==> src/rtl/pocket_joypad_pkg.sv <==
// Shared constants for the pocket joypad controller: button lane layout,
// parameter defaults and a small width helper for the free-running counters.
package pocket_joypad_pkg;

    // Buttons per player lane
    localparam int unsigned NUM_BUTTONS = 16;

    // Bit index of each button inside a 16-bit lane
    typedef enum logic [3:0] {
        BTN_U  = 4'd0,
        BTN_D  = 4'd1,
        BTN_L  = 4'd2,
        BTN_R  = 4'd3,
        BTN_A  = 4'd4,
        BTN_B  = 4'd5,
        BTN_X  = 4'd6,
        BTN_Y  = 4'd7,
        BTN_L1 = 4'd8,
        BTN_R1 = 4'd9,
        BTN_L2 = 4'd10,
        BTN_R2 = 4'd11,
        BTN_L3 = 4'd12,
        BTN_R3 = 4'd13,
        BTN_SE = 4'd14,
        BTN_ST = 4'd15
    } btn_e;

    // Parameter defaults
    localparam int unsigned DEF_NUM_PLAYERS = 2;
    localparam int unsigned DEF_SYNC_STAGES = 2;
    localparam int unsigned DEF_DEB_TICK    = 1024;
    localparam int unsigned DEF_DEB_SAMPLES = 3;
    localparam int unsigned DEF_TURBO_HALF  = 2**20;

    // Sample counter width; DEB_SAMPLES never exceeds 15
    localparam int unsigned DEB_CNT_W = 4;

    // Width of a counter that runs 0..n-1 (at least one bit)
    function automatic int unsigned cnt_width(input int unsigned n);
        return (n > 1) ? $clog2(n) : 1;
    endfunction

endpackage

==> src/rtl/joypad_debounce_bit.sv <==
// One button: input synchronizer, tick-sampled debouncer with a consecutive
// disagreement counter, registered press/release pulses and turbo gating.
module joypad_debounce_bit
    import pocket_joypad_pkg::*;
#(
    parameter int unsigned SYNC_STAGES = DEF_SYNC_STAGES,
    parameter int unsigned DEB_SAMPLES = DEF_DEB_SAMPLES
) (
    input  logic iCLK,
    input  logic iRST,
    input  logic raw,
    input  logic tick,
    input  logic turbo_en,
    input  logic phase,
    output logic key,
    output logic deb,
    output logic press,
    output logic release_pulse
);

    localparam logic [DEB_CNT_W-1:0] CNT_LAST = DEB_CNT_W'(DEB_SAMPLES - 1);

    logic [SYNC_STAGES-1:0] sync_q;
    logic                   synced;
    logic                   deb_q;
    logic                   deb_nxt;
    logic [DEB_CNT_W-1:0]   cnt_q;
    logic [DEB_CNT_W-1:0]   cnt_nxt;

    assign synced = sync_q[SYNC_STAGES-1];

    // Metastability chain for the asynchronous key input
    always_ff @(posedge iCLK) begin
        if (iRST) begin
            sync_q <= '0;
        end else begin
            sync_q <= {sync_q[SYNC_STAGES-2:0], raw};
        end
    end

    // Next debounce state: only a tick advances it, any agreeing sample restarts the count
    always_comb begin
        deb_nxt = deb_q;
        cnt_nxt = cnt_q;
        if (tick) begin
            if (synced == deb_q) begin
                cnt_nxt = '0;
            end else if (cnt_q == CNT_LAST) begin
                deb_nxt = ~deb_q;
                cnt_nxt = '0;
            end else begin
                cnt_nxt = cnt_q + DEB_CNT_W'(1);
            end
        end
    end

    // Debounce state plus edge pulses aligned to the cycle after DEB changes
    always_ff @(posedge iCLK) begin
        if (iRST) begin
            deb_q         <= 1'b0;
            cnt_q         <= '0;
            press         <= 1'b0;
            release_pulse <= 1'b0;
        end else begin
            deb_q         <= deb_nxt;
            cnt_q         <= cnt_nxt;
            press         <= deb_nxt & ~deb_q;
            release_pulse <= ~deb_nxt & deb_q;
        end
    end

    assign deb = deb_q;
    assign key = deb_q & (~turbo_en | phase);

endmodule

==> src/rtl/pocket_joypad_ctrl.sv <==
// Multi-player joypad front end: shared debounce tick and turbo phase
// generation, one debouncer per button, and the any-button summary.
module pocket_joypad_ctrl
    import pocket_joypad_pkg::*;
#(
    parameter int unsigned NUM_PLAYERS = DEF_NUM_PLAYERS,
    parameter int unsigned SYNC_STAGES = DEF_SYNC_STAGES,
    parameter int unsigned DEB_TICK    = DEF_DEB_TICK,
    parameter int unsigned DEB_SAMPLES = DEF_DEB_SAMPLES,
    parameter int unsigned TURBO_HALF  = DEF_TURBO_HALF
) (
    input  logic                               iCLK,
    input  logic                               iRST,
    input  logic [32*NUM_PLAYERS-1:0]          iJOY,
    input  logic [NUM_BUTTONS*NUM_PLAYERS-1:0] iTURBO_EN,
    output logic [NUM_BUTTONS*NUM_PLAYERS-1:0] oKEY,
    output logic [NUM_BUTTONS*NUM_PLAYERS-1:0] oPRESS,
    output logic [NUM_BUTTONS*NUM_PLAYERS-1:0] oRELEASE,
    output logic                               oANY
);

    localparam int unsigned NB      = NUM_BUTTONS * NUM_PLAYERS;
    localparam int unsigned TICK_W  = cnt_width(DEB_TICK);
    localparam int unsigned TURBO_W = cnt_width(TURBO_HALF);

    localparam logic [TICK_W-1:0]  TICK_LAST  = TICK_W'(DEB_TICK - 1);
    localparam logic [TURBO_W-1:0] TURBO_LAST = TURBO_W'(TURBO_HALF - 1);

    logic [TICK_W-1:0]  tick_cnt;
    logic               tick;
    logic [TURBO_W-1:0] turbo_cnt;
    logic               phase;
    logic [NB-1:0]      deb_all;
    logic [NB-1:0]      unused_joy_hi;

    // Free-running debounce sample divider; tick is decoded from the count
    always_ff @(posedge iCLK) begin
        if (iRST) begin
            tick_cnt <= '0;
        end else if (tick_cnt == TICK_LAST) begin
            tick_cnt <= '0;
        end else begin
            tick_cnt <= tick_cnt + TICK_W'(1);
        end
    end

    assign tick = (tick_cnt == TICK_LAST);

    // Free-running turbo half-period divider; phase starts high after reset
    always_ff @(posedge iCLK) begin
        if (iRST) begin
            turbo_cnt <= '0;
            phase     <= 1'b1;
        end else if (turbo_cnt == TURBO_LAST) begin
            turbo_cnt <= '0;
            phase     <= ~phase;
        end else begin
            turbo_cnt <= turbo_cnt + TURBO_W'(1);
        end
    end

    for (genvar p = 0; p < NUM_PLAYERS; p++) begin : g_player
        // Upper half of each raw key word carries nothing we use
        assign unused_joy_hi[p*NUM_BUTTONS +: NUM_BUTTONS] = iJOY[p*32+16 +: 16];

        for (genvar b = 0; b < NUM_BUTTONS; b++) begin : g_btn
            localparam int unsigned LANE = p * NUM_BUTTONS + b;

            joypad_debounce_bit #(
                .SYNC_STAGES (SYNC_STAGES),
                .DEB_SAMPLES (DEB_SAMPLES)
            ) u_bit (
                .iCLK          (iCLK),
                .iRST          (iRST),
                .raw           (iJOY[p*32 + b]),
                .tick          (tick),
                .turbo_en      (iTURBO_EN[LANE]),
                .phase         (phase),
                .key           (oKEY[LANE]),
                .deb           (deb_all[LANE]),
                .press         (oPRESS[LANE]),
                .release_pulse (oRELEASE[LANE])
            );
        end
    end

    assign oANY = |deb_all;

endmodule

==> config.mk <==
export PLATFORM = sky130hd
export DESIGN_NAME = pocket_joypad_ctrl
export DESIGN_NICKNAME = d
export VERILOG_FILES = /design/src/rtl/pocket_joypad_pkg.sv /design/src/rtl/joypad_debounce_bit.sv /design/src/rtl/pocket_joypad_ctrl.sv
export SDC_FILE = /design/constraint.sdc
export NUM_CORES = 1
export LEC_CHECK = 0
export ABC_AREA = 1
export CAP_MARGIN = 20
export CORE_MARGIN = 4
export CORE_UTILIZATION = 40
export DETAILED_ROUTE_END_ITERATION = 10
export HOLD_SLACK_MARGIN = 0.02
export SLEW_MARGIN = 0
export SYNTH_ARGS = -nofsm -noshare
export SYNTH_HDL_FRONTEND = slang
export SYNTH_HIERARCHICAL = 1
export SYNTH_SLANG_ARGS = --single-unit
==> constraint.sdc <==
create_clock -name iCLK -period 7.9 [get_ports iCLK]
set_clock_uncertainty 0.2 [all_clocks]
set_input_delay 2.37 -clock iCLK [delete_from_list [all_inputs] [get_ports iCLK]]
set_output_delay 2.37 -clock iCLK [all_outputs]
set_load 0.01 [all_outputs]
==> results of run 1 <==
==> routing by layer <==
| metal | wire (µm) | up-vias | track usage (%) |
|---|---|---|---|
| li1 | - | 6313 | - |
| met5 | 15 | - | 0 |
| met1 | 13530 | 5185 | 18.55 |
| met4 | 772 | 2 | 4.571 |
| met2 | 13370 | 165 | 26.02 |
| met3 | 1306 | 54 | 3.053 |
==> per-stage QoR <==
stage | worst slack (ns) | power, mW | utilization (%) | hold slack [ns]
floorplan | 1.154 | 1.715 | - | 0.1883
global placement | 1.682 | 1.766 | 46.62 | 0.1889
detailed placement | 1.703 | 1.768 | 46.62 | 0.1927
CTS | 1.684 | 3.463 | 50.03 | 0.1861
global route | 1.657 | 3.536 | 50.11 | 0.2094
finish | 1.706 | 3.400 | 50.11 | 0.1878
==> synthesized netlist by cell type (all sizes together) <==
cell / count
inv: 340
nor4: 8
nand2: 479
a21oi: 41
or2: 2
buf: 2
nand4: 2
nand3: 108
nor3: 4
nor2: 468
xnor2: 6
dfxtp: 319
o21bai: 32
xor2: 37
ha: 66
nand3b: 1
o21ai: 35
==> sequential cells by signal, indices dropped and copies added (netlist names) <==
register,flops
turbo_cnt,20
g_player.g_btn.u_bit/sync_q,64
phase,1
g_player.g_btn.u_bit/deb,32
tick_cnt,10
g_player.g_btn.u_bit/press,32
g_player.g_btn.u_bit/cnt_q,128
g_player.g_btn.u_bit/release_pulse,32
==> layout make-up <==
class	count	area (µm²)
Sequential cell	319	6387
Tap cell	461	576.8
Inverter	340	1276
Fill cell	3494	17700
Timing Repair Buffer	166	1669
Clock inverter	7	75.07
Clock buffer	58	1136
Multi-Input combinational cell	1289	6660
==> logic make-up (layout without fill, tap and decap cells) <==
kind of cell | after synthesis | count (layout) | share of synthesized area [%]
AND/OR/NAND/NOR | 1072 | 1072 | 33.43
flip-flops | 319 | 319 | 44.51
adder cells (fa/ha/maj) | 66 | 66 | 5.756
XOR/XNOR | 43 | 43 | 2.625
buffers and inverters | 342 | 571 | 9.114
AO/OA/AOI/OAI | 108 | 108 | 4.561
==> placed cells by master (no fill, tap or decap), types with 6 or more instances in the layout <==
| cell | synthesis | routed |
|---|---|---|
| nor2_1 | 433 | 432 |
| nand2_1 | 411 | 411 |
| dfxtp_1 | 319 | 318 |
| inv_1 | 276 | 276 |
| clkdlybuf4s50_1 | 0 | 161 |
| nand3_1 | 76 | 76 |
| nand2_2 | 67 | 67 |
| ha_1 | 66 | 66 |
| inv_2 | 64 | 64 |
| clkbuf_16 | 0 | 38 |
| xor2_1 | 37 | 37 |
| nor2_4 | 34 | 35 |
| a21oi_1 | 35 | 35 |
| o21ai_0 | 34 | 34 |
| o21bai_1 | 32 | 32 |
| nand3_2 | 32 | 32 |
| clkbuf_8 | 0 | 11 |
| clkbuf_1 | 0 | 9 |
| nor4_1 | 8 | 8 |
| a21oi_2 | 6 | 6 |
| xnor2_1 | 6 | 6 |
==> power by group through the flow <==
stage	sequential, mW	clock [mW]	combinational (mW)
3_3_place_gp	1.67	0	0.0953
4_1_cts	1.64	1.73	0.0975
5_1_grt	1.64	1.79	0.108
3_5_place_dp	1.67	0	0.0968
6_report	1.64	1.67	0.0953
2_1_floorplan	1.67	0	0.0457
==> worst max-delay path: cells and delay by family <==
kind	cells	cell delay (ns)
AOI/OAI and AO/OA	1	0.23
buffers and inverters	2	1.03
==> worst paths after layout <==
check / slack [ns] / cells past startpoint / to
worst max-delay path: 1.71 / 3 / oKEY[24]
worst min-delay path: 0.19 / 2 / g_player[1].g_btn[2].u_bit/sync_q[1]
worst max register to register: 5.24 / 12 / g_player[0].g_btn[3].u_bit/cnt_q[0]
worst min register to register: 0.19 / 2 / g_player[1].g_btn[2].u_bit/sync_q[1]
==> results.md, run 1 <==
- Final Hold Fails: 0
- RSZ-0062 raised after global routing: false
- Mapped Avg Cell Area: 7.357 µm²
- Area leader, netlist: dfxtp_1
- Pre-antenna DRT Iters: 5
- Area growth, synth to finish: 23.94%
- Maximum VDD drop: 127.1 µV
- Rel. slew slack: 35.71%
- Distinct cells, synth: 28
- Num CTS Buffers: 38
- Max cap viols: 0
- Antenna violations before repair: 1
- CP required: 5.33 ns
- Clock power frac: 49.1%
- Die width: 197.4 µm
- Fraction of layout cells with a size suffix above 1: 12.44%
- Number of port buffers: 162
- Setup Buffers After CTS: 0
- Starting Density: 40.43%
- Synthesized cell area: 14350 µm²
- Die Height: 197.4 µm
- First-pass GRT wire length: 49690 µm
- DRC viols: 0
- CTS root buf: clkbuf_16
- Ys Warns: 6
- DP Area: 16540 µm²
- Sequential Power Share: 48.1%
- Synth area leaders: dfxtp_1 45%, nor2_1 11%, nand2_1 11%, inv_1 7.2%, ha_1 5.8%
- Die area: 38960 µm²
- Setup TNS: 0 ns
- Comb power frac: 2.8%
- Outcome: finished, final reports clean
- Leakage power figure: 7.517 nW
- Post-route cell area: 17780 µm²
- Hold path startpoint: g_player[1].g_btn[2].u_bit/sync_q[0]
- Detailed Place HPWL: 20660 µm
- Clk buf depth: 3
- Worst-skew pair later-pin latency: 0.51 ns
- Synth Instances: 1950
- Power density over the cells: 191.2 nW/µm²
- Largest net degree at the start of global routing: 85
- Clock transition at path regs: 0.06 ns
- H-tree depth: 2
- Setup crit start: iTURBO_EN[24]
- Synth Register Bits: 319
- Total vias in the final route: 11719
- Worst path arrival time: 3.62 ns
- Post-synthesis sequential area ratio: 44.51%
- Post-synth top area share: 44.51%
- Core area: 35480 µm²
- CTS Hold Buffers Added: 0
- Period Utilization, post-route: 78.41%
- Worst setup SP type: input port
- Number of nets in the layout: 2318
- GPL Wtd Cong: 0.7988
- CP Cell Sequence: clkdlybuf4s50_1, a21oi_1, clkdlybuf4s50_1
- Minimum clock period: 6.194 ns
- Post-CTS Resized: 0
- Max stage delay on crit path: 0.59 ns
- Switching share of power: 20.80%
- Wirelength, routed: 29000 µm
- Worst Setup End Kind: output port
- Crit Path Category: in -> out
- # diodes: 0
- Placed cell count: 2574
- WL/cell: 10.98 µm
- Crit path max-delay cell type: clkdlybuf4s50_1
- Via/cell ratio: 4.439
- Row count: 69
- CP max FO: 1
- Post-Layout Cell Count: 2640
- CTS tree: done
- I/O Pins: 195
- FF-to-FF Start: tick_cnt[0]
- Clock sink count: 319
- Iteration-0 DRC Markers: 411
- Grt total ovfl: 0
- Hold crit path type: reg -> reg
- Vias in the first global route: 11171
- Slew @ Worst Pin: 0.9644 ns
- Fmax: 161.4 MHz
- Top cell by count, worst path: clkdlybuf4s50_1
- Setup violations, final: 0
- Final slew viol count: 0
- P_int: 2.693 mW
- GRT Util Overall: 14.91%
- Post-DRT Antenna Nets: 0
- Switch Pwr: 0.7073 mW
- Syn Nets: 2114
(Power assumes the default switching activity.)
==> run 2, diff against run 1 <==
Clock period 7.9 ns to 5.3 ns, I/O delays scaled along.
==> results.md, run 2 (synthesis gave the netlist of run 1 again) <==
- Outcome: finished, final reports clean
- Period Utilization, post-route: 87.30%
- CP max FO: 1
- CTS root buf: clkbuf_16
- Clock transition at path regs: 0.05 ns
- Leakage power figure: 7.512 nW
- Post-CTS Resized: 0
- Die Height: 197.4 µm
- Num CTS Buffers: 37
- Fraction of layout cells with a size suffix above 1: 12.48%
- Number of nets in the layout: 2319
- Total power: 5.032 mW
- Iteration-0 DRC Markers: 381
- WL/cell: 11.09 µm
- Maximum VDD drop: 196.2 µV
- H-tree depth: 2
- Fmax: 216.1 MHz
- I/O Pins: 195
- Row count: 69
- GPL Wtd Cong: 0.8003
- Worst path arrival time: 2.84 ns
- # diodes: 0
- Antenna violations before repair: 2
- CTS Hold Buffers Added: 0
- Reg with most FFs: g_player.g_btn.u_bit/cnt_q
- Worst setup SP type: input port
- Grt total ovfl: 0
- Worst Setup End Kind: output port
- Most frequent cells in the layout: 432 x nor2_1, 411 x nand2_1, 318 x dfxtp_1
- Wirelength, routed: 29290 µm
- Die width: 197.4 µm
- Via/cell ratio: 4.383
- Number of port buffers: 162
- Worst-skew pair later-pin latency: 0.51 ns
- DRC viols: 0
- Post-Layout Cell Count: 2641
- R2R Setup Slk: 2.29 ns
- Setup Buffers After CTS: 0
- First-pass GRT wire length: 49380 µm
- CTS tree: done
- RSZ-0062 raised after global routing: false
- Max reg flops: 128
- Hold crit path type: reg -> reg
- Final slew viol count: 0
- Most common cell after layout, fill and taps aside: nor2_1
- Setup TNS: 0 ns
- Max cap viols: 0
- GRT Util Overall: 14.78%
- Clock sink count: 319
- Minimum clock period: 4.627 ns
- Total vias in the final route: 11576
- Core area: 35480 µm²
- Detailed Place HPWL: 21330 µm
- Pre-antenna DRT Iters: 5
- Power density over the cells: 283.3 nW/µm²
- Area growth, synth to finish: 23.81%
- Setup violations, final: 0
- Largest regs: g_player.g_btn.u_bit/cnt_q x128, g_player.g_btn.u_bit/sync_q x64
- Starting Density: 40.43%
- Placed cell count: 2577
- Post-DRT Antenna Nets: 0
- Crit Path Category: in -> out
- Largest net degree at the start of global routing: 44
- Clk buf depth: 3
- Die area: 38960 µm²
- CP required: 3.51 ns
- Final Hold Fails: 0
- Vias in the first global route: 11082
- Rel. slew slack: 45.69%
- Slew @ Worst Pin: 0.8072 ns
==> run 2: changes by cell type in the layout (fill, tap and decap cells not counted) <==
cell       change
buf_4          +3
clkinv_2       -2
clkbuf_16      +1
buf_16         -1
clkinv_4       +1
clkinv_8       -1
bufinv_16      -1
inv_6          +1
==> run 2: where the power goes <==
part / switching, mW / internal [mW] / total (mW)
Sequential: 0.0136 / 2.43 / 2.44
Combinational: 0.0742 / 0.0679 / 0.142
Clock: 0.954 / 1.50 / 2.45
Total: 1.04 / 3.99 / 5.03
==> run 2: cell type report <==
| type | count | area (µm²) |
|---|---|---|
| fillers | 3373 | 17720 |
| multi-input cells | 1289 | 6660 |
| flip-flops and latches | 319 | 6387 |
| repair buffers | 168 | 1664 |
| inverters | 340 | 1276 |
| clock buffers | 59 | 1161 |
| well taps | 461 | 576.8 |
| clock inverters | 5 | 36.28 |
==> run 2: metrics by stage <==
stage	util, %	hold slack (ns)	setup slack, ns	instance area (µm²)
6_report	50.06	0.1985	0.6729	17760
3_3_place_gp	46.68	0.1914	0.6082	16560
5_1_grt	50.06	0.2074	0.6082	17760
4_1_cts	50.06	0.2013	0.5992	17760
3_5_place_dp	46.68	0.1938	0.6175	16560
2_1_floorplan	-	0.1883	0.5389	14350
==> run 2: final timing paths <==
kind                                               end  cells past startpoint                                 start
hold reg to reg   g_player[1].g_btn[8].u_bit/sync_q[1]                      2  g_player[1].g_btn[8].u_bit/sync_q[0]
setup reg to reg   g_player[0].g_btn[1].u_bit/cnt_q[0]                     11                           tick_cnt[0]
hold / removal    g_player[1].g_btn[8].u_bit/sync_q[1]                      2  g_player[1].g_btn[8].u_bit/sync_q[0]
setup / recovery                              oKEY[16]                      3                         iTURBO_EN[16]
==> run 2: layer usage <==
layer  wire length [µm]  up-vias  GRT usage (%)
met4                487        4          3.493
met5                 24        -              0
li1                   -     6292              -
met1              13710     5061          18.88
met3               1639       42          3.616
met2              13430      177          25.30
==> run 2: worst max-delay path, cell delays in order <==
cell,delay (ns)
clkdlybuf4s50_1,0.40
a21oi_1,0.24
clkdlybuf4s50_1,0.61
